$ cat config.mk
export PLATFORM = sky130hd
export DESIGN_NAME = kick_controller
export DESIGN_NICKNAME = d
export VERILOG_FILES = /design/src/rtl/kick_controller.sv
export SDC_FILE = /design/constraint.sdc
export NUM_CORES = 1
export LEC_CHECK = 0
export BUFFER_PORTS_ARGS = -buffer_cell sky130_fd_sc_hd__buf_2
export CAP_MARGIN = 0
export CORE_UTILIZATION = 57
export CTS_BUF_LIST = sky130_fd_sc_hd__clkbuf_8
export DETAILED_ROUTE_END_ITERATION = 8
export PLACE_DENSITY_LB_ADDON = 0.3
export RECOVER_POWER = 50
export SLEW_MARGIN = 20
export SYNTH_ARGS = -nofsm -noshare
export SYNTH_HDL_FRONTEND = slang
export SYNTH_SLANG_ARGS = --single-unit
$ cat constraint.sdc
create_clock -name clk -period 1.8 [get_ports clk]
set_input_delay 0.18 -clock clk [delete_from_list [all_inputs] [get_ports clk]]
set_output_delay 0.18 -clock clk [all_outputs]
set_load 0.02 [all_outputs]
$ cat src/rtl/kick_controller.sv
// kick_controller
//
// Turns the kick-decision bit (kick_req) into a single solenoid pulse.
// kick_req must be high for CONFIRM consecutive edges before a pulse fires.
// The pulse lasts PULSE cycles and is followed by a COOLDOWN lockout.
// After a pulse starts, kick_req must be seen low at least once before
// another kick is allowed (re-arm).
//
// Ports
//   clk         in   1  system clock, rising edge
//   rst         in   1  synchronous reset, active-high
//   enable      in   1  1 = kicking allowed; 0 = abort/inhibit
//   kick_req    in   1  decision bit from the kick-decision logic
//   kick_out    out  1  solenoid drive, high only in FIRE
//   busy        out  1  high whenever state != IDLE
//   state       out  2  IDLE=0, CONFIRM=1, FIRE=2, COOL=3 (debug)
//   kick_count  out  8  pulses started, saturates at 255
//
// Handshake: none. kick_req is a level that is sampled on every rising
// edge. There is no valid/ready pair and no back-pressure.
module kick_controller #(
  parameter int CONFIRM  = 4,
  parameter int PULSE    = 8,
  parameter int COOLDOWN = 16,
  parameter int CW       = 8
) (
  input  logic       clk,
  input  logic       rst,
  input  logic       enable,
  input  logic       kick_req,
  output logic       kick_out,
  output logic       busy,
  output logic [1:0] state,
  output logic [7:0] kick_count
);

  typedef enum logic [1:0] {
    S_IDLE    = 2'd0,
    S_CONFIRM = 2'd1,
    S_FIRE    = 2'd2,
    S_COOL    = 2'd3
  } state_t;

  localparam logic [CW-1:0] CONF_LAST  = CW'(CONFIRM - 1);
  localparam logic [CW-1:0] PULSE_LAST = CW'(PULSE - 1);
  localparam logic [CW-1:0] COOL_LAST  = CW'(COOLDOWN - 1);

  state_t        st;
  logic [CW-1:0] cnt;
  logic          armed;

  always_ff @(posedge clk) begin
    if (rst) begin
      st         <= S_IDLE;
      cnt        <= '0;
      armed      <= 1'b1;
      kick_count <= 8'd0;
    end else begin
      // Re-arm on any low sample. The FIRE-entry clear below comes later
      // in this block, so it wins when both happen on the same edge.
      if (!kick_req) armed <= 1'b1;

      case (st)
        S_IDLE: begin
          if (enable && kick_req && armed) begin
            st  <= S_CONFIRM;
            cnt <= CW'(1);
          end
        end

        S_CONFIRM: begin
          if (!enable || !kick_req) begin
            st  <= S_IDLE;
            cnt <= '0;
          end else if (cnt == CONF_LAST) begin
            st    <= S_FIRE;
            cnt   <= '0;
            armed <= 1'b0;
            if (kick_count != 8'hFF) kick_count <= kick_count + 8'd1;
          end else begin
            cnt <= cnt + 1'b1;
          end
        end

        S_FIRE: begin
          // Dropping enable truncates the pulse and goes straight to COOL.
          if (!enable || cnt == PULSE_LAST) begin
            st  <= S_COOL;
            cnt <= '0;
          end else begin
            cnt <= cnt + 1'b1;
          end
        end

        S_COOL: begin
          if (cnt == COOL_LAST) begin
            st  <= S_IDLE;
            cnt <= '0;
          end else begin
            cnt <= cnt + 1'b1;
          end
        end

        default: begin
          st  <= S_IDLE;
          cnt <= '0;
        end
      endcase
    end
  end

  // Every output is decoded from registers only. There is no path from
  // any input to any output.
  assign state    = st;
  assign kick_out = (st == S_FIRE);
  assign busy     = (st != S_IDLE);

endmodule

# [Word-level counts from Yosys, hierarchy flattened]
# Index checks and enable logic that the tools add are counted.
[word_totals] wordCells=44 inputBits=4 out_inout_bits=12 register_bits=19
[classes] mux=16 n_reduce_logical=10 bitwise=1 add_sub_neg=2 n_eq_ne=11
[ops] op="$mux 8" n=5
[ops] op="$pmux 8 s4" n=1
[ops] op="$add 8x1->8 const B" n=2
[ops] op="$mux 2" n=5
[ops] op="$eq 8x2->1 const B" n=1
[ops] op="$eq 8x3->1 const B" n=1
[ops] op="$eq 8x4->1 const B" n=1
[ops] op="$ne 8x8->1 const B" n=1
[ops] op="$pmux 2 s4" n=1
[ops] op="$reduce_and 4->1" n=2
[ops] op="$eq 2x2->1 const B" n=2
[ops] op="$mux 1" n=4
[ops] op="$ne 2x2->1 const B" n=2
[ops] op="$ne 3x3->1 const B" n=1
[ops] op="$eq 2x1->1 const B" n=1
[ops] op="$logic_and 1x1->1" n=2
[ops] op="$logic_not 1->1" n=2
[ops] op="$logic_not 2->1" n=1
[ops] op="$logic_or 1x1->1" n=2
[ops] op="$ne 2x1->1 const B" n=1
[ops] op="$reduce_bool 2->1" n=1
[ops] op="$not 1->1" n=1

# [Depth between registers and ports, before layout]
[depth] word_depth=4 depth_mapped=7 depth_no_buf=6

# [Worst setup path after synthesis]
# Ideal clock, no wire load.
[synth_timing] path_type="register to register" start="reg cnt[0]" end="reg cnt[3]" setup_time_ns=0.134 period_less_slack_ns=1.698 path_buffers=0 stages_incl_launch_ff=7 required_ns=1.666 t_arrival_ns=1.564 path_slack_ns=0.102 cell_sequence="dfxtp_1 > ha_1 > nor2b_1 > a31oi_1 > o221a_2 > a211oi_1 > nor4_1"
[synth_via] elab_chain_cells=4 elab_cells_between_ends=10 cone_classes="add/sub: 1; eq/ne: 3; mux: 5; reduce/logical: 1"
[synth_rtl] item="start: declaration" line="49" rtl="logic [CW-1:0] cnt;"
[synth_rtl] item="start signal: assignment" line="81" rtl="cnt <= cnt + 1'b1;"
[synth_rtl] item="start signal: assignment" line="91" rtl="cnt <= cnt + 1'b1;"
[synth_rtl] item="start signal: assignment" line="100" rtl="cnt <= cnt + 1'b1;"
[synth_rtl] item="$add 8x1->8, or another cell as far along" line="81, 91, 100"
[synth_rtl] item="$mux 8 / $logic_or 1x1->1 (equally long branches)" line="75, 87"
[synth_rtl] item="$mux 8 (on tied branches)" line="72, 87"
[synth_rtl] item="$pmux 8 s4 (*)" line="63" rtl="case (st)"
# Every way passes the cells marked *; elsewhere a longest branch is shown, timed or not.
# A chain may end at the register's enable or synchronous reset.

# [Worst setup path after layout]
[layout_timing] start="reg cnt[1]" end="reg cnt[3]"
# The elaborated chain is that of the path after synthesis.

==> results.json <==
{
  "status": "completed",
  "synth_top_family_by_area": "simple AND/OR/NAND/NOR gates",
  "finalSetupViolCount": 0,
  "drt_iter0_drc": 28,
  "end_kind": "flop",
  "period_needed_ns": 1.76,
  "start_kind": "flop",
  "initial_utilization": 0.645,
  "synth_top_area_share": 0.370,
  "seq_area_frac_synth": 0.370,
  "fin_skew_ns": 0.00192,
  "peakVddDrop_uv": 553,
  "place.gp.congestion": 0.862,
  "dieHeight_um": 44.5,
  "synth.distinct_cells": 32,
  "powerDensity_nw_per_um2": 648,
  "hp-start": "kick_req",
  "synth_xor_area_frac": 0.0681,
  "clk_pin_slew_ns": 0.07,
  "n_fill_cell": 118,
  "grt_max_degree": 20,
  "place_inst": 169,
  "ff2ff_setup_slack_ns": 0.04,
  "synthFlopType": "dfxtp_1",
  "wire_per_inst_um": 13.7,
  "synth_common_cells": "nor2_1, dfxtp_1, nand2_1",
  "use_met3": 0.0612,
  "async_reset_ff_frac": 0,
  "die_area_sq_um": 1980,
  "synthAdderAreaFrac": 0.0243,
  "grt_overflow": 0,
  "drt_first_pass_iters": 4,
  "whs_endpoint": "armed",
  "vias": 1008,
  "grt_pass1_vias": 881,
  "root_buffer": "clkbuf_8",
  "die_x_um": 44.5,
  "max_cap_viol_count": 0,
  "hold_depth": 4,
  "tightest_slew_ns": 0.512,
  "r2r_end": "cnt[3]",
  "use_met1": 0.360,
  "slew_headroom": 0.657,
  "core_sq_um": 1590,
  "post-dp-hpwl_mm": 1.64,
  "post-place-ws_ns": -0.0347,
  "synth.area.top_cells": "dfxtp_1, nor2_1, xnor2_1",
  "antenna_cells": 0,
  "final_core_util": 0.761,
  "crit_path_top_delay_cell": "dfxtp_1",
  "fmax_ghz": 0.570,
  "fin_nets": 156,
  "route.detailed.drc": 0,
  "synthesis.nets": 137,
  "crit_chain": "ha_2 > nor2b_1 > buf_4 > nand3_1 > o221a_4 > a211oi_1 > nor4_1",
  "holdWs_ns": 0.270,
  "fin_cells": 173,
  "p_leak_uw": 0.000472,
  "port_buffers": 15,
  "clk_path_buf_depth": 2,
  "yosys.area_share.simple": 0.349,
  "synthToLayoutAreaGrowth_pct": 18.0,
  "synth_top_area_cell": "dfxtp_1",
  "antenna_left": 0,
  "grt_usage": 0.266,
  "timing.final.ws_setup_ns": 0.0441,
  "cts_hold_buf": 0,
  "htreeDepth": 1,
  "r2r_cells": 7,
  "cts_tree": "done",
  "min_path_type": "in -> reg",
  "synth-compound-area-share": 0.136,
  "yosys_warnings": 0,
  "synth_edf_count": 0,
  "cts_setup_buffers": 0,
  "cp_data_arrival_time_ns": 1.89,
  "syn-instance-count": 131,
  "path_class": "reg -> reg",
  "post_drt_via_cell_ratio": 5.83,
  "use_met2": 0.394,
  "synthMuxAreaShare": 0,
  "post-synth-top-count-cell": "nor2_1",
  "cp_max_fo": 7,
  "syn_avg_cell_area_sq_um": 7.85,
  "grt_pass1_wl_mm": 3.86,
  "numClockSinks": 19,
  "drive_above_1_share": 0.148,
  "cp.required_ns": 1.93,
  "grt_setup_unrepaired": "yes",
  "top_usage_layer": "met2",
  "netlist_area_sq_um": 1030,
  "rows": 14,
  "regToRegStartpoint": "cnt[1]",
  "cts_buffers": 3,
  "ios": 16,
  "synth-seq-cells": 19,
  "post-route-period-util": 0.975,
  "worstSkewPairLatency_ns": 0.26,
  "antenna_found_initial": 0,
  "final_max_slew_viol_count": 0,
  "hold_violations": 0,
  "cpPeakStageDelay_ns": 0.36,
  "wl_mm": 2.37
}
==> cell type report <==
cell class	instances	area, sq um	share of cell area
multi-input combinational	101	642	0.529
tap	24	30.0	0.0247
inverter	6	22.5	0.0186
timing repair buffer	19	92.6	0.0763
clock buffer	3	41.3	0.0340
clock inverter	1	3.75	0.00309
sequential	19	382	0.314
==> state kept, by name, summed over array words and instances, names as in the netlist, named ones only <==
signal	flops
state	1
cnt	8
kick_count	8
armed	1
==> cell usage in the layout, fill, tap and decap left out, types with 4 or more instances in the layout <==
master | Yosys | final
dfxtp_1 | 19 | 18
inv_1 | 6 | 7
buf_4 | 1 | 4
a21oi_1 | 5 | 5
nand2_1 | 11 | 11
buf_2 | 1 | 5
nor2_1 | 21 | 21
and3_1 | 5 | 5
nand3_1 | 9 | 9
nor4_1 | 6 | 5
clkbuf_1 | 1 | 10
o21ai_0 | 5 | 4
xnor2_1 | 8 | 8
==> logic make-up after synthesis <==
kind of cell             Yosys count
XOR/XNOR                           8
flip-flops                        19
adder cells (fa/ha/maj)            2
buffers and inverters             11
AO/OA/AOI/OAI                     22
AND/OR/NAND/NOR                   69
==> timing repair <==
item / in CTS / in global routing
setup endpoints to repair: 5 / 13
pin swaps: 1 / 2
gates resized for setup: 6 / 5
endpoints found under the hold margin: 0 / 0
==> metrics by stage <==
step / cell area (sq um) / total power (uW) / TNS, ns
5_1_grt: 1210 / 816 / -0.383
2_1_floorplan: 1030 / 475 / 0
3_5_place_dp: 1130 / 497 / -0.0356
4_1_cts: 1200 / 782 / 0
3_3_place_gp: 1130 / 494 / 0
6_report: 1210 / 787 / 0
==> report_power, final <==
| part | internal (uW) | switching (uW) |
|---|---|---|
| clock | 152 | 141 |
| combinational | 22.2 | 41.2 |
| sequential | 425 | 5.66 |
==> metal layers <==
metal	wire, um	vias to the layer above
li1	-	501
met1	1060	456
met2	1070	44
met3	179	7
met4	49	0
met5	0	-
==> worst max-delay path by stage <==
| stage | cells past startpoint | slack [ns] | from | end |
|---|---|---|---|---|
| 6_report | 7 | 0.04 | cnt[1] | cnt[3] |
| 5_1_grt | 7 | -0.06 | cnt[1] | kick_count[6] |
| 4_1_cts | 7 | 0.02 | cnt[0] | cnt[4] |
| 3_5_place_dp | 7 | -0.03 | cnt[0] | cnt[4] |
| 3_3_place_gp | 7 | 0.07 | cnt[0] | cnt[3] |
| 2_1_floorplan | 6 | 0.10 | cnt[0] | cnt[3] |
==> critical path: cells and delay by family, from the launching register on <==
family	cells	cell delay [ns]
compound gates	2	0.54
fa+ha+maj	1	0.20
buf+inv	1	0.17
flops	1	0.36
simple gates	3	0.35
(Power assumes the default switching activity.)
